==> config.mk <==
export PLATFORM = sky130hd
export DESIGN_NAME = fetch_pc
export DESIGN_NICKNAME = d
export VERILOG_FILES = /design/src/rtl/fetch_pc.sv
export SDC_FILE = /design/constraint.sdc
export NUM_CORES = 1
export LEC_CHECK = 0
export ABC_AREA = 1
export CORE_MARGIN = 2
export CORE_UTILIZATION = 41
export DETAILED_ROUTE_END_ITERATION = 10
export HOLD_SLACK_MARGIN = 0.08
export PLACE_DENSITY = 0.76
export SETUP_SLACK_MARGIN = 0.5
export SYNTH_ARGS = -nofsm -noshare
export SYNTH_HDL_FRONTEND = slang
export SYNTH_SLANG_ARGS = --single-unit
==> constraint.sdc <==
create_clock -name i_clk -period 1.75 [get_ports i_clk]
set_clock_uncertainty 0.2 [all_clocks]
set_input_delay 0.35 -clock i_clk [delete_from_list [all_inputs] [get_ports i_clk]]
set_output_delay 0.35 -clock i_clk [all_outputs]
set_load 0.02 [all_outputs]
==> src/rtl/fetch_pc.sv <==
`default_nettype none
// ============================================================================
// Module   : fetch_pc
// Purpose  : Hack CPU fetch stage. It holds the PC, registers the ROM word it
//            fetches, and applies jump/stall/clear control plus a sticky fault.
// Revision : 1.0 - initial release
// ============================================================================
module fetch_pc #(
  parameter int WIDTH  = 16,
  parameter int ADDR_W = 15
) (
  input  logic              i_clk,
  input  logic              i_reset,
  input  logic              i_clear,
  input  logic              i_load,
  input  logic [WIDTH-1:0]  i_in,
  input  logic              i_stall,
  output logic [ADDR_W-1:0] o_rom_addr,
  input  logic [WIDTH-1:0]  i_rom_data,
  output logic [WIDTH-1:0]  o_instr,
  output logic [WIDTH-1:0]  o_instr_pc,
  output logic              o_instr_valid,
  output logic              o_fault
);

  typedef enum logic [0:0] {
    S_RUN   = 1'b0,
    S_FAULT = 1'b1
  } state_t;

  state_t           r_state, w_state_nxt;
  logic [WIDTH-1:0] r_pc, w_pc_nxt;
  logic [WIDTH-1:0] r_instr, w_instr_nxt;
  logic [WIDTH-1:0] r_instr_pc, w_instr_pc_nxt;
  logic             r_valid, w_valid_nxt;
  logic             r_fault, w_fault_nxt;
  logic             w_out_of_range;

  // Any set bit above the ROM address field means the fetch falls outside ROM32K.
  assign w_out_of_range = |r_pc[WIDTH-1:ADDR_W];

  always_ff @(posedge i_clk or posedge i_reset) begin
    if (i_reset) begin
      r_state    <= S_RUN;
      r_pc       <= '0;
      r_instr    <= '0;
      r_instr_pc <= '0;
      r_valid    <= 1'b0;
      r_fault    <= 1'b0;
    end else begin
      r_state    <= w_state_nxt;
      r_pc       <= w_pc_nxt;
      r_instr    <= w_instr_nxt;
      r_instr_pc <= w_instr_pc_nxt;
      r_valid    <= w_valid_nxt;
      r_fault    <= w_fault_nxt;
    end
  end

  always_comb begin
    w_state_nxt    = r_state;
    w_pc_nxt       = r_pc;
    w_instr_nxt    = r_instr;
    w_instr_pc_nxt = r_instr_pc;
    w_valid_nxt    = r_valid;
    w_fault_nxt    = r_fault;
    if (i_clear) begin
      w_state_nxt = S_RUN;
      w_pc_nxt    = '0;
      w_valid_nxt = 1'b0;
      w_fault_nxt = 1'b0;
    end else if (r_state == S_RUN) begin
      if (i_load) begin
        // The jump bubbles the pipeline: the sequential word is dropped.
        w_pc_nxt    = i_in;
        w_valid_nxt = 1'b0;
      end else if (!i_stall) begin
        if (w_out_of_range) begin
          w_state_nxt = S_FAULT;
          w_fault_nxt = 1'b1;
          w_valid_nxt = 1'b0;
        end else begin
          w_instr_nxt    = i_rom_data;
          w_instr_pc_nxt = r_pc;
          w_valid_nxt    = 1'b1;
          w_pc_nxt       = r_pc + WIDTH'(1);
        end
      end
    end
  end

  assign o_rom_addr    = r_pc[ADDR_W-1:0];
  assign o_instr       = r_instr;
  assign o_instr_pc    = r_instr_pc;
  assign o_instr_valid = r_valid;
  assign o_fault       = r_fault;

endmodule
`default_nettype wire

# Word level (Yosys, flattened, before mapping)
# Index checks and enable logic that the tools add are counted.
op_classes:
  n_addsub: 1
  n_eq_ne: 5
  n_mux: 20
  bitwise: 5
  n_reduce_logical: 5
op_table:
  columns: ["cell", "count"]
  rows:
  - ["16-bit 2-to-1 mux", 5]
  - ["16-bit by 1-bit adder with 16-bit output (second input constant)", 1]
  - ["1-bit 2-to-1 mux", 15]
  - ["2-bit != test (second input constant)", 3]
  - ["3-bit != test (second input constant)", 2]
  - ["1-bit NOT", 5]
  - ["5-bit AND reduction", 1]
  - ["4-bit AND reduction", 1]
  - ["3-bit AND reduction", 1]
  - ["2-bit AND reduction", 1]
  - ["2-bit nonzero test", 1]
totals:
  ff_bits: 50
  out_inout_bits: 49
  elab_cells: 43

# Longest topological paths before layout
# Gate-level depths: netlist of run 1.
logic_depth:
  word_depth: 6
  ltp_mapped: 10
  mapped_depth_nobuf: 10

# Worst setup path before layout of run 1
# Ideal clock, no wire load.
synth_path:
  kind: "flip-flop to flip-flop"
  startpoint: "register r_pc[1]"
  endpoint: "register r_pc[6]"
  t_arrival_ps: 1255
  path_slack_ps: 178
  path_stages_with_launch: 9
  n_path_buf: 0
  synth_period_minus_slack_ps: 1572
  path_cell_list: "dfrtp_1 ha_1 nand2_1 nor2_1 nand2_1 o21ai_0 o21ai_0 nand2_1 nand2_1"
synth_via:
  elab_chain_len: 6
synth_rtl:
  columns: ["element", "line", "rtl"]
  rows:
  - ["start, declared", "32", "logic [WIDTH-1:0] r_pc, w_pc_nxt;"]
  - ["start signal, assigned", "52", "r_pc <= w_pc_nxt;"]
  - ["16-bit by 1-bit adder with 16-bit output", "86", "w_pc_nxt = r_pc + WIDTH'(1);"]
  - ["16-bit 2-to-1 mux", "78", "if (w_out_of_range) begin"]
  - ["16-bit 2-to-1 mux", "77", "end else if (!i_stall) begin"]
  - ["16-bit 2-to-1 mux", "73", "if (i_load) begin"]
  - ["16-bit 2-to-1 mux", "72", "end else if (r_state == S_RUN) begin"]
  - ["16-bit 2-to-1 mux", "67", "if (i_clear) begin"]
# No other way between the ends. The select of a mux whose other input is x is not followed.
# A chain may end at the register's enable or synchronous reset.

# Worst setup path after layout of run 1
layout_path:
  startpoint: "register r_pc[1]"
  endpoint: "register r_pc[15]"
# Same word-level chain as after synthesis.

==> results of run 1 <==
-- cells by family after synthesis --
| kind of cell | Yosys count |
|---|---|
| fa+ha+maj | 1 |
| buf+inv | 66 |
| other cells | 1 |
| compound gates | 54 |
| flops | 50 |
| simple gates | 163 |
-- worst max-delay path, delay by kind of cell (launching register included) --
kind	cells	cell delay, ns
buf+inv	2	0.24
flops	1	0.46
simple gates	9	0.77
-- power groups by stage --
stage / clock network, mW / logic, mW / registers, mW
floorplan: 0 / 0.385 / 1.61
global placement: 0 / 1.03 / 1.45
detailed placement: 0 / 1.05 / 1.45
CTS: 0.990 / 1.35 / 1.47
global route: 1.05 / 1.80 / 1.50
finish: 0.994 / 1.71 / 1.48
-- layout make-up --
type / count / area, um2
Sequential cell: 50 / 1260
Tap cell: 75 / 93.84
Timing Repair inverter: 1 / 5.005
Fill cell: 320 / 1050
Multi-Input combinational cell: 220 / 1383
Inverter: 40 / 166.4
Clock inverter: 3 / 68.82
Timing Repair Buffer: 175 / 1896
Clock buffer: 5 / 68.82
-- timing repair --
action / in CTS / in global routing
pin swaps: 15 / 21
gates resized for setup: 370 / 98
setup buffers: 31 / 31
setup endpoints to repair: 97 / 97
cloned: 8 / 1
-- how the worst max path moves through the flow --
stage,from,to,slack [ns],cells past startpoint
global route,r_pc[3],r_pc[15],-0.003,10
finish,r_pc[1],r_pc[15],0.04,11
detailed placement,i_load,r_pc[7],-0.34,9
global placement,i_load,r_pc[7],-0.22,9
CTS,r_pc[0],r_pc[10],0.17,9
floorplan,i_load,r_pc[2],0.24,10
-- flip-flops by register name, summed over array words and instances (netlist names) --
register and count:
o_instr 16, r_pc 16, o_instr_pc 15, o_fault 1, o_instr_valid 1, r_state 1
-- per-layer routing --
metal / part of all wire, % / track usage [%] / up-vias
li1: - / - / 1354
met1: 36 / 30.47 / 1443
met2: 53 / 40.54 / 203
met3: 7.7 / 5.368 / 42
met4: 3.3 / 4.173 / 0
met5: 0 / 0 / -
-- placed cells by master, fill, tap and decap left out, types with 2 or more instances in the layout --
cell / count
inv_4: 2
buf_12: 9
clkbuf_8: 5
nand4_1: 4
nor2_1: 10
inv_2: 2
nand2_1: 67
a22oi_1: 2
nor2_2: 8
inv_1: 34
buf_6: 63
dfrtp_2: 7
nand3_1: 13
bufinv_16: 2
nand3_2: 2
clkdlybuf4s50_1: 33
o21bai_1: 2
buf_16: 7
dfrtp_1: 43
nand2_2: 35
nand3_4: 2
nor2_4: 5
o21ai_2: 21
o22ai_2: 2
buf_4: 59
o21ai_1: 22
nand2_4: 18
-- metrics by stage --
step | setup WS, ns | hold WS [ns]
2_1_floorplan | 0.2375 | 0.1924
3_3_place_gp | -0.2215 | 0.2658
3_5_place_dp | -0.3443 | 0.2730
4_1_cts | 0.1659 | 0.1428
5_1_grt | -0.002843 | 0.1635
6_report | 0.04084 | 0.1441
==> results_dict.tcl, run 1 <==
set metrics [dict create \
    hold_path.class "input pin to asynchronous set/reset pin" \
    yosys.area.top_type "dfrtp_1" \
    grt_remaining_overflow 0 \
    synth-simple-area-share_pct 25.88 \
    synth-compound-area-share_pct 11.59 \
    port_buffers 84 \
    grt_pass1_wl_mm 13.35 \
    finalSetupViolCount 0 \
    synth-xor-area-share_pct 0 \
    path_clk_slew_ns 0.10 \
    synth.net_count 373 \
    synth_top_family_by_area "simple AND/OR/NAND/NOR gates" \
    maxSlewViolCount 0 \
    synth-edff-count 0 \
    synth.avg_cell_area_um2 7.634 \
    combPwrFrac_pct 40.8 \
    via_count 3042 \
    core_area_mm2 0.005991 \
    finalSetupTns_ns 0 \
    ant_nets 0 \
    die_area_mm2 0.006886 \
    total_power_mw 4.187 \
    clk_latency_ns 0.31 \
    antenna_found_initial 0 \
    hold_violations 0 \
    cts_max_level 2 \
    yosys.area_share.adder_pct 0.4892 \
    drv_cap 0 \
    synth_top_area_share_pct 48.92 \
    reg2reg_depth 11 \
    grt_usage_pct 23.46 \
    area_growth_pct 93.20 \
    root_buffer "clkbuf_8" \
    r2r-end "r_pc[15]" \
    yosysMostFrequentCell "nand2_1" \
    dp_hpwl_mm 4.680 \
    grt_max_degree 27 \
    synth_ff_type "dfrtp_1" \
    drcViolationCount 0 \
    ys_seq_area_share_pct 48.92 \
    clock.fmax_mhz 585.1 \
    r2r-start "r_pc[1]" \
    rrSetupSlack_ns 0.04 \
    rows 28 \
    crit_top_cell "nand2_2" \
    cp_max_fo 3 \
    powerDensity_mw_per_mm2 847.5 \
    ys_async_sr_fraction_pct 100.0 \
    grt_pass1_vias 2810 \
    antennaDiodeCount 0 \
    fin_cells 569 \
    path_cells "buf_6, nand2_4, nor2_4, nand2_2, inv_2, nand2_2, nor2_2, nand2_1, nand2_2, nand2_2, nand2_1" \
    synth_common_cells "118 x nand2_1, 50 x dfrtp_1, 43 x o21ai_0" \
    fin_util_pct 82.48 \
    fin_crit_sh_pct 97.67 \
    power.internal_mw 2.814 \
    p_clk_share_pct 23.7 \
    die_h_um 82.98 \
    dieWidth_um 82.98 \
    clkSinkCount 50 \
    min_period_ns 1.709 \
    p_sw_share_pct 32.79 \
    ys.warnings.count 0 \
    worstPathRequired_ns 1.81 \
    endpoint_kind "flop" \
    syn_inst 335 \
    avgRoutedWirePerCell_um 17.18 \
    placedCellCount 490 \
    ys_top_cells_by_area "dfrtp_1 49%, nand2_1 17%, o21ai_0 8.4%" \
    drtPass1Iterations 5 \
    cts_tree "yes" \
    drtIter0Drc 272 \
    ys_types 26 \
    layout.nets 531 \
    pin_count 86 \
    rsz0062_at_grt "true" \
    drt-total-wl_mm 9.776 \
    p_leak_nw 2.437 \
    cpMaxStageDelayCell "dfrtp_1" \
    netlist_area_mm2 0.002557 \
    drive_above_1_share_pct 52.43 \
    gp_congestion 0.8223 \
    placed_cell_area_mm2 0.003557 \
    via_per_inst 5.346 \
    arrival_ns 1.77 \
    synth-seq-cells 50 \
    startpoint_type "flop" \
    slowest_delay_ns 0.46 \
    status "completed" \
    pwr-share-seq_pct 35.5 \
    cts_buffers 5 \
    clock_path_buffers 2 \
    initial_core_util_pct 42.69 \
    critical_path_class "flop to flop" \
    design_area_mm2 0.004941 \
    hold_buffers 0 \
    synthMuxAreaShare_pct 0 \
    peakVddDrop_v 0.0006513 \
    p_sw_mw 1.373 \
]
(Power assumes the default switching activity.)
==> run 2, diff against run 1 <==
--- a/config.mk
+++ b/config.mk
@@ -6,11 +6,13 @@
 export NUM_CORES = 1
 export LEC_CHECK = 0
 export ABC_AREA = 1
+export CELL_PAD_IN_SITES_DETAIL_PLACEMENT = 1
+export CELL_PAD_IN_SITES_GLOBAL_PLACEMENT = 1
 export CORE_MARGIN = 2
-export CORE_UTILIZATION = 41
+export CORE_UTILIZATION = 29
 export DETAILED_ROUTE_END_ITERATION = 10
 export HOLD_SLACK_MARGIN = 0.08
-export PLACE_DENSITY = 0.76
+export PLACE_DENSITY_LB_ADDON = 0.1
 export SETUP_SLACK_MARGIN = 0.5
 export SYNTH_ARGS = -nofsm -noshare
 export SYNTH_HDL_FRONTEND = slang
==> run 2 against run 1 <==
  * Utilization shrank 27 points
  * Fmax is 5.7% higher
  * Sequential share of layout area grew 0.95 points
  * Critical path depth decreased by 3
  * Power fell by 9.0%
  * Sequential cell count unchanged
==> results_dict.tcl, run 2 (synthesized netlist as in run 1, its figures left out) <==
set metrics [dict create \
    status "completed" \
    grt_pass1_wl_mm 14.56 \
    cts_buffers 5 \
    avgRoutedWirePerCell_um 15.71 \
    drtIter0Drc 79 \
    antenna_found_initial 0 \
    grt_remaining_overflow 0 \
    antennaDiodeCount 0 \
    holdWs_ns 0.07545 \
    rsz0062_at_grt "true" \
    path_clk_slew_ns 0.09 \
    min_period_ns 1.617 \
    fin_crit_sh_pct 92.41 \
    grt_max_degree 51 \
    core_area_mm2 0.008636 \
    die_h_um 97.91 \
    fin_util_pct 55.10 \
    grt_pass1_vias 2943 \
    rrSetupSlack_ns 0.13 \
    final_cell_mix "77 x nand2_1, 61 x buf_4, 59 x buf_6" \
    finalSetupViolCount 0 \
    via_per_inst 4.575 \
    mostFrequentLayoutCell "nand2_1" \
    via_count 2722 \
    layout.nets 526 \
    die_area_mm2 0.009586 \
    port_buffers 84 \
    crit_start "r_pc[0]" \
    area_growth_pct 86.06 \
    worstPathRequired_ns 1.75 \
    dieWidth_um 97.91 \
    clock.fmax_mhz 618.4 \
    reg2reg_depth 8 \
    pin_count 86 \
    endpoint "r_pc[6]" \
    rows 34 \
    cts_max_level 2 \
    endpoint_kind "flop" \
    drtPass1Iterations 4 \
    drcViolationCount 0 \
    hold_violations 0 \
    drive_above_1_share_pct 48.87 \
    root_buffer "clkbuf_8" \
    critical_path_class "flop to flop" \
    r2r-start "r_pc[0]" \
    hold_path.class "input pin to flop" \
    powerDensity_mw_per_mm2 800.7 \
    peakVddDrop_v 0.0004162 \
    initial_core_util_pct 29.61 \
    drt-total-wl_mm 9.348 \
    ant_nets 0 \
    cp_max_fo 6 \
    dp_hpwl_mm 5.566 \
    drv_cap 0 \
    clkSinkCount 50 \
    clk_latency_ns 0.30 \
    p_leak_nw 2.315 \
    r2r-end "r_pc[6]" \
    finalSetupTns_ns 0 \
    startpoint_type "flop" \
    clock_path_buffers 2 \
    gp_congestion 0.7625 \
    hold_depth 2 \
    maxSlewViolCount 0 \
    grt_usage_pct 18.66 \
    arrival_ns 1.62 \
    cts_tree "yes" \
]
==> run 2: cell count changes in the layout (fill, tap and decap cells not counted), moves of 3 or more <==
cell,delta
nand2_4,-4
nand2_1,+10
buf_6,-4
nand2_2,-7
inv_2,+3
==> run 2: what timing repair did <==
action / 4_1_cts / 5_1_grt
pin swaps: 13 / 5
endpoints found under the setup margin: 97 / 97
setup buffers: 26 / 30
hold buffers: 0 / 0
resized for setup: 369 / 70
gates cloned: 6 / 1
==> run 2: report_power, final <==
group,switching (mW),internal [mW],leakage (nW)
clock,0.391,0.307,0.0431
combinational,0.749,0.887,1.63
sequential,0.152,1.32,0.645
total,1.29,2.52,2.32
==> run 2: critical path: stages (launching register included) <==
cell     delay (ns)
dfrtp_1        0.43
ha_4           0.17
nand2_2        0.08
nor2_4         0.20
nand2_1        0.11
o21ai_1        0.12
o21ai_0        0.10
nand2_1        0.07
nand2_1        0.04
==> run 2: routing by layer <==
metal  track usage (%)  up-vias  part of all wire, %
met2             31.98       65                   51
met5                 0        -                    0
met4             3.846        0                 0.92
li1                  -     1339                    -
met1             24.29     1311                   43
met3             4.152        7                  5.4
==> run 2: cell type report <==
| cell class | count | area, um2 |
|---|---|---|
| Inverter | 40 | 170.2 |
| Timing Repair inverter | 1 | 3.754 |
| Fill cell | 1000 | 3877 |
| Clock buffer | 6 | 82.58 |
| Tap cell | 108 | 135.1 |
| Timing Repair Buffer | 171 | 1794 |
| Sequential cell | 50 | 1259 |
| Multi-Input combinational cell | 219 | 1314 |
==> run 2: stage by stage <==
step                      setup WS, ns  area, um2  power (mW)  std cells
after floorplan                 0.2375       2625       1.999        335
after global placement         -0.2882       3621       2.509        526
after detailed placement       -0.3557       3621       2.529        526
after CTS                       0.1328       4310       3.529        564
after global routing          -0.01195       4758       4.010        595
final                           0.1328       4758       3.810        595
==> run 2: how the worst min path moves through the flow <==
stage / from / end / slack [ns]
after global placement: o_instr_pc[6] / o_instr_pc[6] / 0.27
after detailed placement: o_instr_pc[11] / o_instr_pc[11] / 0.28
final: i_clear / o_fault / 0.08
after floorplan: i_reset / o_fault / 0.19
after global routing: i_clear / o_fault / 0.09
after CTS: i_clear / o_fault / 0.08
